===== src/rtl/div_issue_ctrl_if.sv =====
// Bundle of the decode-side request channel, the divider datapath connection
// and the writeback result channel of div_issue_ctrl.
//   in_*        : op request from decode (valid/ready)
//   div_*       : magnitude operands to / unsigned results from the divider
//   out_*       : result to writeback (valid/ready)
// Modports:
//   slave  : the issue controller itself
//   master : the surrounding decode/divider/writeback environment
interface div_issue_ctrl_if #(
    parameter int N     = 16,
    parameter int TAG_W = 4
);
    logic             in_valid;
    logic             in_ready;
    logic [1:0]       in_op;
    logic [N-1:0]     in_rs1;
    logic [N-1:0]     in_rs2;
    logic [TAG_W-1:0] in_rd;
    logic [N-1:0]     div_dividend;
    logic [N-1:0]     div_divisor;
    logic [N-1:0]     div_quotient;
    logic [N-1:0]     div_remainder;
    logic             out_valid;
    logic             out_ready;
    logic [N-1:0]     out_data;
    logic [TAG_W-1:0] out_rd;
    logic             out_dz;

    modport slave (
        input  in_valid, in_op, in_rs1, in_rs2, in_rd,
        input  div_quotient, div_remainder,
        input  out_ready,
        output in_ready,
        output div_dividend, div_divisor,
        output out_valid, out_data, out_rd, out_dz
    );

    modport master (
        output in_valid, in_op, in_rs1, in_rs2, in_rd,
        output div_quotient, div_remainder,
        output out_ready,
        input  in_ready,
        input  div_dividend, div_divisor,
        input  out_valid, out_data, out_rd, out_dz
    );
endinterface


===== src/rtl/div_issue_ctrl.sv =====
// Issue/retire stage around a combinational unsigned divider.
// Takes DIVU/DIV/REMU/REM (in_op 00/01/10/11) from decode, presents operand
// magnitudes to the divider, holds them DIV_LAT cycles, then sign-corrects
// the sampled quotient/remainder and hands one result to writeback.
// Divide-by-zero and the signed MIN/-1 overflow are answered directly.
// Ports:
//   clk  : clock, all state on the rising edge
//   rst  : synchronous active-high reset
//   bus  : div_issue_ctrl_if.slave (request, divider and result channels)
module div_issue_ctrl #(
    parameter int N       = 16,
    parameter int DIV_LAT = 2,
    parameter int TAG_W   = 4
) (
    input logic              clk,
    input logic              rst,
    div_issue_ctrl_if.slave  bus
);

    localparam int CNT_W = (DIV_LAT > 1) ? $clog2(DIV_LAT) : 1;
    localparam logic [N-1:0] MOST_NEG = {1'b1, {(N-1){1'b0}}};

    typedef enum logic [1:0] {IDLE, WAIT, DONE} state_t;

    state_t           state;
    logic [CNT_W-1:0] cnt;
    logic             op_rem;
    logic             neg_q;
    logic             neg_r;
    logic             in_ready_r;
    logic             out_valid_r;
    logic [N-1:0]     out_data_r;
    logic [TAG_W-1:0] out_rd_r;
    logic             out_dz_r;
    logic [N-1:0]     dividend_r;
    logic [N-1:0]     divisor_r;

    logic             in_signed;
    logic             in_zero;
    logic             in_ovf;

    // MIN maps to 1<<(N-1), which is exact when read as unsigned.
    function automatic logic [N-1:0] magnitude(input logic signed [N-1:0] v,
                                               input logic is_signed);
        logic signed [N-1:0] n;
        n = -v;
        return (is_signed && v[N-1]) ? $unsigned(n) : $unsigned(v);
    endfunction

    function automatic logic [N-1:0] apply_sign(input logic [N-1:0] v,
                                                input logic neg);
        logic signed [N-1:0] s;
        s = -$signed(v);
        return neg ? $unsigned(s) : v;
    endfunction

    always_comb begin
        in_signed = bus.in_op[0];
        in_zero   = (bus.in_rs2 == '0);
        in_ovf    = in_signed && (bus.in_rs1 == MOST_NEG) && (bus.in_rs2 == '1);
    end

    assign bus.in_ready     = in_ready_r;
    assign bus.out_valid    = out_valid_r;
    assign bus.out_data     = out_data_r;
    assign bus.out_rd       = out_rd_r;
    assign bus.out_dz       = out_dz_r;
    assign bus.div_dividend = dividend_r;
    assign bus.div_divisor  = divisor_r;

    always_ff @(posedge clk) begin
        if (rst) begin
            state       <= IDLE;
            cnt         <= '0;
            op_rem      <= 1'b0;
            neg_q       <= 1'b0;
            neg_r       <= 1'b0;
            in_ready_r  <= 1'b1;
            out_valid_r <= 1'b0;
            out_data_r  <= '0;
            out_rd_r    <= '0;
            out_dz_r    <= 1'b0;
            dividend_r  <= '0;
            divisor_r   <= '0;
        end else begin
            case (state)
                IDLE: begin
                    if (bus.in_valid && in_ready_r) begin
                        op_rem     <= bus.in_op[1];
                        neg_q      <= in_signed & (bus.in_rs1[N-1] ^ bus.in_rs2[N-1]);
                        neg_r      <= in_signed & bus.in_rs1[N-1];
                        out_rd_r   <= bus.in_rd;
                        dividend_r <= magnitude(bus.in_rs1, in_signed);
                        divisor_r  <= magnitude(bus.in_rs2, in_signed);
                        in_ready_r <= 1'b0;
                        if (in_zero) begin
                            // Quotient all ones, remainder is the raw dividend.
                            out_data_r  <= bus.in_op[1] ? bus.in_rs1 : '1;
                            out_dz_r    <= 1'b1;
                            out_valid_r <= 1'b1;
                            state       <= DONE;
                        end else if (in_ovf) begin
                            // MIN / -1 wraps back to MIN with zero remainder.
                            out_data_r  <= bus.in_op[1] ? '0 : bus.in_rs1;
                            out_dz_r    <= 1'b0;
                            out_valid_r <= 1'b1;
                            state       <= DONE;
                        end else begin
                            out_dz_r <= 1'b0;
                            cnt      <= CNT_W'(DIV_LAT - 1);
                            state    <= WAIT;
                        end
                    end
                end
                WAIT: begin
                    if (cnt == '0) begin
                        out_data_r  <= op_rem ? apply_sign(bus.div_remainder, neg_r)
                                              : apply_sign(bus.div_quotient, neg_q);
                        out_valid_r <= 1'b1;
                        state       <= DONE;
                    end else begin
                        cnt <= cnt - 1'b1;
                    end
                end
                DONE: begin
                    if (bus.out_ready) begin
                        out_valid_r <= 1'b0;
                        in_ready_r  <= 1'b1;
                        state       <= IDLE;
                    end
                end
                default: begin
                    state       <= IDLE;
                    in_ready_r  <= 1'b1;
                    out_valid_r <= 1'b0;
                end
            endcase
        end
    end

endmodule


===== src/flat_wrapper.sv =====
// flat-port wrapper written by rule: the top's interface ports become plain ports
module div_issue_ctrl_flat 
#(
    parameter int N       = 16,
    parameter int DIV_LAT = 2,
    parameter int TAG_W   = 4
)
  (clk, rst, bus_in_valid, bus_in_op, bus_in_rs1, bus_in_rs2, bus_in_rd, bus_div_quotient, bus_div_remainder, bus_out_ready, bus_in_ready, bus_div_dividend, bus_div_divisor, bus_out_valid, bus_out_data, bus_out_rd, bus_out_dz);
  div_issue_ctrl_if #(.N(N), .TAG_W(TAG_W)) bus_i ();
  input logic clk;
  input logic rst;
  input wire logic [$bits(bus_i.in_valid)-1:0] bus_in_valid;
  input wire logic [$bits(bus_i.in_op)-1:0] bus_in_op;
  input wire logic [$bits(bus_i.in_rs1)-1:0] bus_in_rs1;
  input wire logic [$bits(bus_i.in_rs2)-1:0] bus_in_rs2;
  input wire logic [$bits(bus_i.in_rd)-1:0] bus_in_rd;
  input wire logic [$bits(bus_i.div_quotient)-1:0] bus_div_quotient;
  input wire logic [$bits(bus_i.div_remainder)-1:0] bus_div_remainder;
  input wire logic [$bits(bus_i.out_ready)-1:0] bus_out_ready;
  output wire logic [$bits(bus_i.in_ready)-1:0] bus_in_ready;
  output wire logic [$bits(bus_i.div_dividend)-1:0] bus_div_dividend;
  output wire logic [$bits(bus_i.div_divisor)-1:0] bus_div_divisor;
  output wire logic [$bits(bus_i.out_valid)-1:0] bus_out_valid;
  output wire logic [$bits(bus_i.out_data)-1:0] bus_out_data;
  output wire logic [$bits(bus_i.out_rd)-1:0] bus_out_rd;
  output wire logic [$bits(bus_i.out_dz)-1:0] bus_out_dz;
  assign bus_i.in_valid = bus_in_valid;
  assign bus_i.in_op = bus_in_op;
  assign bus_i.in_rs1 = bus_in_rs1;
  assign bus_i.in_rs2 = bus_in_rs2;
  assign bus_i.in_rd = bus_in_rd;
  assign bus_i.div_quotient = bus_div_quotient;
  assign bus_i.div_remainder = bus_div_remainder;
  assign bus_i.out_ready = bus_out_ready;
  assign bus_in_ready = bus_i.in_ready;
  assign bus_div_dividend = bus_i.div_dividend;
  assign bus_div_divisor = bus_i.div_divisor;
  assign bus_out_valid = bus_i.out_valid;
  assign bus_out_data = bus_i.out_data;
  assign bus_out_rd = bus_i.out_rd;
  assign bus_out_dz = bus_i.out_dz;
  div_issue_ctrl #(.N(N), .DIV_LAT(DIV_LAT), .TAG_W(TAG_W)) u_core (.clk(clk), .rst(rst), .bus(bus_i));
endmodule

===== config.mk =====
export PLATFORM = sky130hd
export DESIGN_NAME = div_issue_ctrl_flat
export DESIGN_NICKNAME = d
export VERILOG_FILES = /design/src/rtl/div_issue_ctrl_if.sv /design/src/rtl/div_issue_ctrl.sv /design/src/flat_wrapper.sv
export SDC_FILE = /design/constraint.sdc
export NUM_CORES = 1
export LEC_CHECK = 0
export CAP_MARGIN = 20
export CORE_AREA = 2 2 97 99
export CTS_CLUSTER_DIAMETER = 100
export DETAILED_ROUTE_END_ITERATION = 12
export DIE_AREA = 0 0 99 101
export GPL_TIMING_DRIVEN = 0
export PLACE_DENSITY = 0.79
export SLEW_MARGIN = 20
export SYNTH_ARGS = -nofsm -noshare
export SYNTH_HDL_FRONTEND = slang
export SYNTH_SLANG_ARGS = --single-unit

===== constraint.sdc =====
create_clock -name clk -period 3.2 [get_ports clk]
set_input_delay 0.48 -clock clk [delete_from_list [all_inputs] [get_ports clk]]
set_output_delay 0.48 -clock clk [all_outputs]
set_load 0.02 [all_outputs]

# After elaboration in Yosys (flattened, before gate mapping)
# Cells that the tools add are included.
[word_totals] regBits=61 latch_bits=0 mem_bits_rw=0 rom_bits=0 inputBits=74 out_inout_bits=55 elab_cells=78 memories=0
[classes] add_sub_neg=5 n_mul=0 div_mod_pow=0 magnitude_cmp=0 n_eq_ne=10 shift=0 mux=33 bitwise=4 reduce_logical=14
[ops] cell="2-to-1 mux 16 bit" n=11
[ops] cell="negation 16 bit" n=4
[ops] cell="== test 16 bit (second input constant)" n=2
[ops] cell="one-hot mux 16 bit (2 select lines)" n=1
[ops] cell="logical NOT 16 bit" n=1
[ops] cell="2-to-1 mux 1 bit" n=12
[ops] cell="AND reduction 4 bit" n=3
[ops] cell="2-to-1 mux 2 bit" n=5
[ops] cell="inequality test 2 bit (second input constant)" n=4
[ops] cell="one-hot mux 1 bit (3 select lines)" n=2
[ops] cell="one-hot mux 2 bit (3 select lines)" n=1
[ops] cell="AND reduction 3 bit" n=2
[ops] cell="logical AND 1 bit" n=5
[ops] cell="inequality test 3 x 1 -> 1 bit (second input constant)" n=1
[ops] cell="AND 1 bit" n=2
[ops] cell="== test 2 x 1 -> 1 bit (second input constant)" n=1
[ops] cell="== test 2 bit (second input constant)" n=1
[ops] cell="logical NOT 2 bit" n=1
[ops] cell="inequality test 2 x 1 -> 1 bit (second input constant)" n=1
[ops] cell="one-hot mux 1 bit (2 select lines)" n=1
[ops] cell="AND reduction 2 bit" n=1
[ops] cell="nonzero test 2 bit" n=1
[ops] cell="inverter 1 bit" n=1
[ops] cell="subtractor 1 bit (second input constant)" n=1
[ops] cell="XOR 1 bit" n=1

# Logic depth before layout (Yosys ltp)
[logic_depth] word_depth=7 mapped_depth=9 ltp_nobuf=7

# Worst setup path after synthesis
# OpenSTA, ideal clock, no wires.
[synth_timing] kind="input -> register" from="in bus_in_rs2[0]" to="reg u_core.out_data_r[15] (netlist: u_core.bus.out_data[15])" setup_time_ps=134 t_arrival_ps=2483 required_ps=3066 path_slack_ps=583 stages=8 n_path_buf=1 cell_sequence="inv_1 > ha_1 > or4b_1 > or4_4 > or2_4 > a211oi_4 > buf_6 > a41oi_1"
[synth_via] elab_chain_cells=4 elab_cells_between_ends=8
[synth_lines] element="start, declared" line_no="flat_wrapper.sv:15" text="input wire logic [$bits(bus_i.in_rs2)-1:0] bus_in_rs2;"
[synth_lines] element="== test 16 bit / logical NOT 16 bit (equally long branches)" line_no="div_issue_ctrl.sv:60, div_issue_ctrl.sv:59"
[synth_lines] element="logical AND 1 bit / 2-to-1 mux 16 bit (equally long branches)" line_no="div_issue_ctrl.sv:60, div_issue_ctrl.sv:96"
[synth_lines] element="inequality test 3 x 1 -> 1 bit (no line) / 2-to-1 mux 16 bit (equally long branches)"
[synth_lines] element="AND reduction 4 bit (no line) / one-hot mux 16 bit (2 select lines) (equally long branches)"
[synth_lines] element="end signal, assigned" line_no="div_issue_ctrl.sv:98" text="out_data_r <= bus.in_op[1] ? bus.in_rs1 : '1;"
[synth_lines] element="end signal, assigned" line_no="div_issue_ctrl.sv:104" text="out_data_r <= bus.in_op[1] ? '0 : bus.in_rs1;"
[synth_lines] element="end signal, assigned" line_no="div_issue_ctrl.sv:117" text="out_data_r <= op_rem ? apply_sign(bus.div_remainder, neg_r)"
[synth_lines] element="end, declared" line_no="div_issue_ctrl.sv:32" text="logic [N-1:0] out_data_r;"
# Several ways; a longest one is shown, not always the timed one. The select of a mux whose other input is x is not followed.
# A chain may end at the register's enable or synchronous reset.

# Worst setup path in the final report
[layout_timing] from="in bus_in_rs2[0]" to="reg u_core.out_data_r[13] (netlist: u_core.bus.out_data[13])"
# The elaborated chain is that of the path after synthesis.

==> results.tsv <==
stage	metric	value	unit
clocking	setup bufs post-CTS	0	
worst_setup_path	required time worst endpoint	3.40	ns
power_and_ir_drop	Comb pwr share	0.326	
logic_synthesis	Netlist Area Pre-Place	4090	sq um
global_routing	initial antenna violation count	0	
min_path	Hold/Removal Path Class	flop to flop	
worst_setup_path	crit end category	flop	
drt	Vias	4566	
worst_setup_path	critical path class	input port to flop	
timing	Max-slew headroom	0.471	
logic_synthesis	synth unique cells	61	
place	buffers added on ports	128	
power_and_ir_drop	Internal	1.55	mW
layout	fin util	0.637	
logic_synthesis	top_reg_cell synth	dfxtp_1	
worst_setup_path	largest fanout on the critical path	10	
power_and_ir_drop	P_sw	0.755	mW
timing	fmax	0.325	GHz
clocking	CTS Hold Bufs	0	
drt	final WL	14000	um
layout	nets@finish	739	
logic_synthesis	FFs w/ async S/R, synth	0	
floorplan	core area	8980	sq um
logic_synthesis	syn avg cell area	7.87	sq um
logic_synthesis	Seq/Total Area, Yosys	0.298	
timing	RSZ-0062 raised after global routing	false	
global_routing	GRT Total Usage	0.274	
clocking	Root Buffer Master	clkbuf_8	
outcome	status	finished, final reports clean	
drt	Routed Antenna Nets	0	
timing	setup violators final	0	
layout	post-layout instance area	5710	sq um
power_and_ir_drop	PD cells	403	nW/um^2
drt	Avg Vias per Cell	5.88	
logic_synthesis	yosys warns	0	
worst_setup_path	Critical Path AT	3.28	ns
flow_run	number of max-cap violations	0	
global_routing	GRT overflow	0	
logic_synthesis	syn nets	599	
power_and_ir_drop	Clk pwr share	0.295	
clocking	PostCTS Resize Cnt	0	
power_and_ir_drop	Switching Share	0.328	
drt	Residual DRC	0	
layout	layout cells sized above 1	0.0632	
global_routing	vias in the first global route	4351	
layout	Reg area	1220	sq um
timing	fin worst setup slack	0.121	ns
worst_setup_path	critical path, cell by cell	clkdlybuf4s50_1 -> inv_1 -> ha_1 -> or4b_1 -> or4_4 -> or2_4 -> a211oi_4 -> buf_6 -> a311oi_2	
timing	Period Utilization, post-route	0.962	
clocking	CTS tree	done	
place	Cells after DPL	760	
global_routing	first-pass GRT wire length	21800	um
clocking	H-tree Lvls	3	
timing	setup TNS	0	ns
clocking	worst skew pair latency	0.34	ns
power_and_ir_drop	worst vdd ir	0.201	mV
clocking	clock sinks	61	
floorplan	num ports	129	
drt	number of DRC markers in iteration 0	316	
logic_synthesis	Post-Syn Instances	520	
place	GP Congestion	0.931	
clocking	CTS buffer count	9	
floorplan	die area	10000	sq um
place	hpwl dp	11200	um
clocking	CTS max path bufs	2	
floorplan	Die Ht	101	um
power_and_ir_drop	Tot Pwr	2.30	mW
logic_synthesis	Post-synth EDFFs	0	
layout	# fillers	772	
layout	fin cells	776	
worst_setup_path	max incr delay on CP	0.57	ns
logic_synthesis	Seq cells post-synth	61	
timing	fin crit period	3.08	ns
layout	Multi-input gate area	2660	sq um
power_and_ir_drop	LEAKAGE	2.00	nW
power_and_ir_drop	part of the power in registers	0.379	
timing	Final Max Slew Viols	0	
worst_setup_path	Slowest-stage cell, CP	or4_4	
worst_setup_path	Worst setup SP type	input port	
floorplan	Rows	35	
place	placed instance area	5520	sq um
timing	clock skew after layout	0.0115	ns
drt	routed len/inst	18.0	um
timing	Worst-Margin Slew	0.786	ns
drt	TritonRoute pass-1 iters	7	
floorplan	Initial Utilization	0.456	
place	DP Worst Slack	-0.224	ns
timing	Hold Fails Final Rpt	0	
layout	n_diodes	0	
global_routing	largest net degree at the start of global routing	11	
layout	Layout area overhead	39.7	%
floorplan	die span in x	99	um
timing	Worst Hold Slack	0.459	ns
clocking	clock slew at reported path FFs	0.07	ns
[final timing paths]
kind / endpoint / from / cells after the start / slack, ns
max: u_core.bus.out_data[13] / bus_in_rs2[0] / 9 / 0.12
min: u_core.bus.out_rd[3] / u_core.bus.out_rd[3] / 2 / 0.46
max reg2reg: u_core.bus.out_data[9] / u_core.state[0] / 8 / 0.55
min reg2reg: u_core.bus.out_rd[3] / u_core.bus.out_rd[3] / 2 / 0.46
[registers in the layout, indices dropped and copies added (netlist names)]
register,flops
u_core.bus.div_dividend,16
u_core.bus.div_divisor,16
u_core.bus.in_ready,1
u_core.bus.out_data,16
u_core.bus.out_dz,1
u_core.bus.out_rd,4
u_core.bus.out_valid,1
u_core.cnt,1
u_core.neg_q,1
u_core.neg_r,1
u_core.op_rem,1
u_core.state,2
[synthesized netlist by cell type (3+ instances only)]
library cell | count | share of area
a211o_1 | 3 | 0.0064
a211oi_1 | 23 | 0.042
a21o_1 | 4 | 0.0073
a21oi_1 | 35 | 0.043
a22oi_1 | 5 | 0.0092
a311oi_1 | 7 | 0.015
a311oi_2 | 4 | 0.015
a31oi_1 | 12 | 0.018
a32oi_1 | 3 | 0.0064
a41oi_1 | 4 | 0.0086
and2_1 | 5 | 0.0076
buf_6 | 5 | 0.014
clkbuf_1 | 25 | 0.023
dfxtp_1 | 61 | 0.30
ha_1 | 5 | 0.015
inv_1 | 15 | 0.014
mux2i_1 | 6 | 0.015
nand2_1 | 53 | 0.049
nand2b_1 | 4 | 0.0061
nand3_1 | 12 | 0.015
nand4_1 | 5 | 0.0076
nor2_1 | 46 | 0.042
nor3_1 | 29 | 0.035
nor4_1 | 10 | 0.015
o21ai_0 | 25 | 0.031
o31ai_1 | 16 | 0.029
o41ai_1 | 5 | 0.011
or2_2 | 4 | 0.0061
or3_1 | 7 | 0.011
or4_1 | 6 | 0.011
xnor2_1 | 18 | 0.039
xor2_1 | 24 | 0.051
[routing by layer]
layer / GRT usage / vias up / wire [um]
met5: 0 / - / 0
met4: 0.117 / 0 / 513
met3: 0.0520 / 32 / 957
met2: 0.458 / 203 / 6530
met1: 0.346 / 2107 / 6000
li1: - / 2224 / -
[placed cells by master (no fill, tap or decap), types with 5 or more instances in the layout]
cell type        count
clkdlybuf4s50_1    128
dfxtp_1             61
nand2_1             53
nor2_1              46
a21oi_1             35
nor3_1              28
clkbuf_1            27
o21ai_0             25
xor2_1              24
a211oi_1            23
xnor2_1             18
o31ai_1             16
inv_1               15
nand3_1             12
a31oi_1             12
nor4_1              10
clkbuf_8            10
a311oi_1             7
or3_1                7
or4_1                6
mux2i_1              6
and2_1               5
o41ai_1              5
nand4_1              5
buf_6                5
a22oi_1              5
ha_1                 5
[kinds of logic (layout without fill, tap and decap cells)]
logic type               after synthesis  count (layout)  share of synthesized area
buffers and inverters                 48             193                     0.0535
AND/OR/NAND/NOR                      201             201                      0.250
adder cells (fa/ha/maj)                5               5                     0.0153
AO/OA/AOI/OAI                        156             156                      0.276
XOR/XNOR                              42              42                     0.0899
multiplexers                           7               7                     0.0174
flip-flops                            61              61                      0.298
[critical path: cells and delay by family]
family                     cells  cell delay (ns)
and+or+nand+nor                3             1.35
adders and majority gates      1             0.19
AOI/OAI and AO/OA              2             0.45
buffers and inverters          3             0.81
[layout make-up]
cell class                 instances  share of cell area
inverter                          16              0.0105
tap                              111              0.0243
timing repair buffer             129               0.225
sequential                        61               0.214
buffer                            32              0.0278
clock inverter                     4             0.00832
multi-input combinational        411               0.465
clock buffer                      12              0.0254
[power by group through the flow]
stage          sequential (mW)  clock, mW  combinational [mW]
2_1_floorplan            0.962          0               0.310
3_3_place_gp             0.887          0               0.731
3_5_place_dp             0.889          0               0.745
4_1_cts                  0.873      0.682               0.748
5_1_grt                  0.880      0.718               0.807
6_report                 0.873      0.678               0.750
Note: power is estimated with default switching activity, not from simulation.
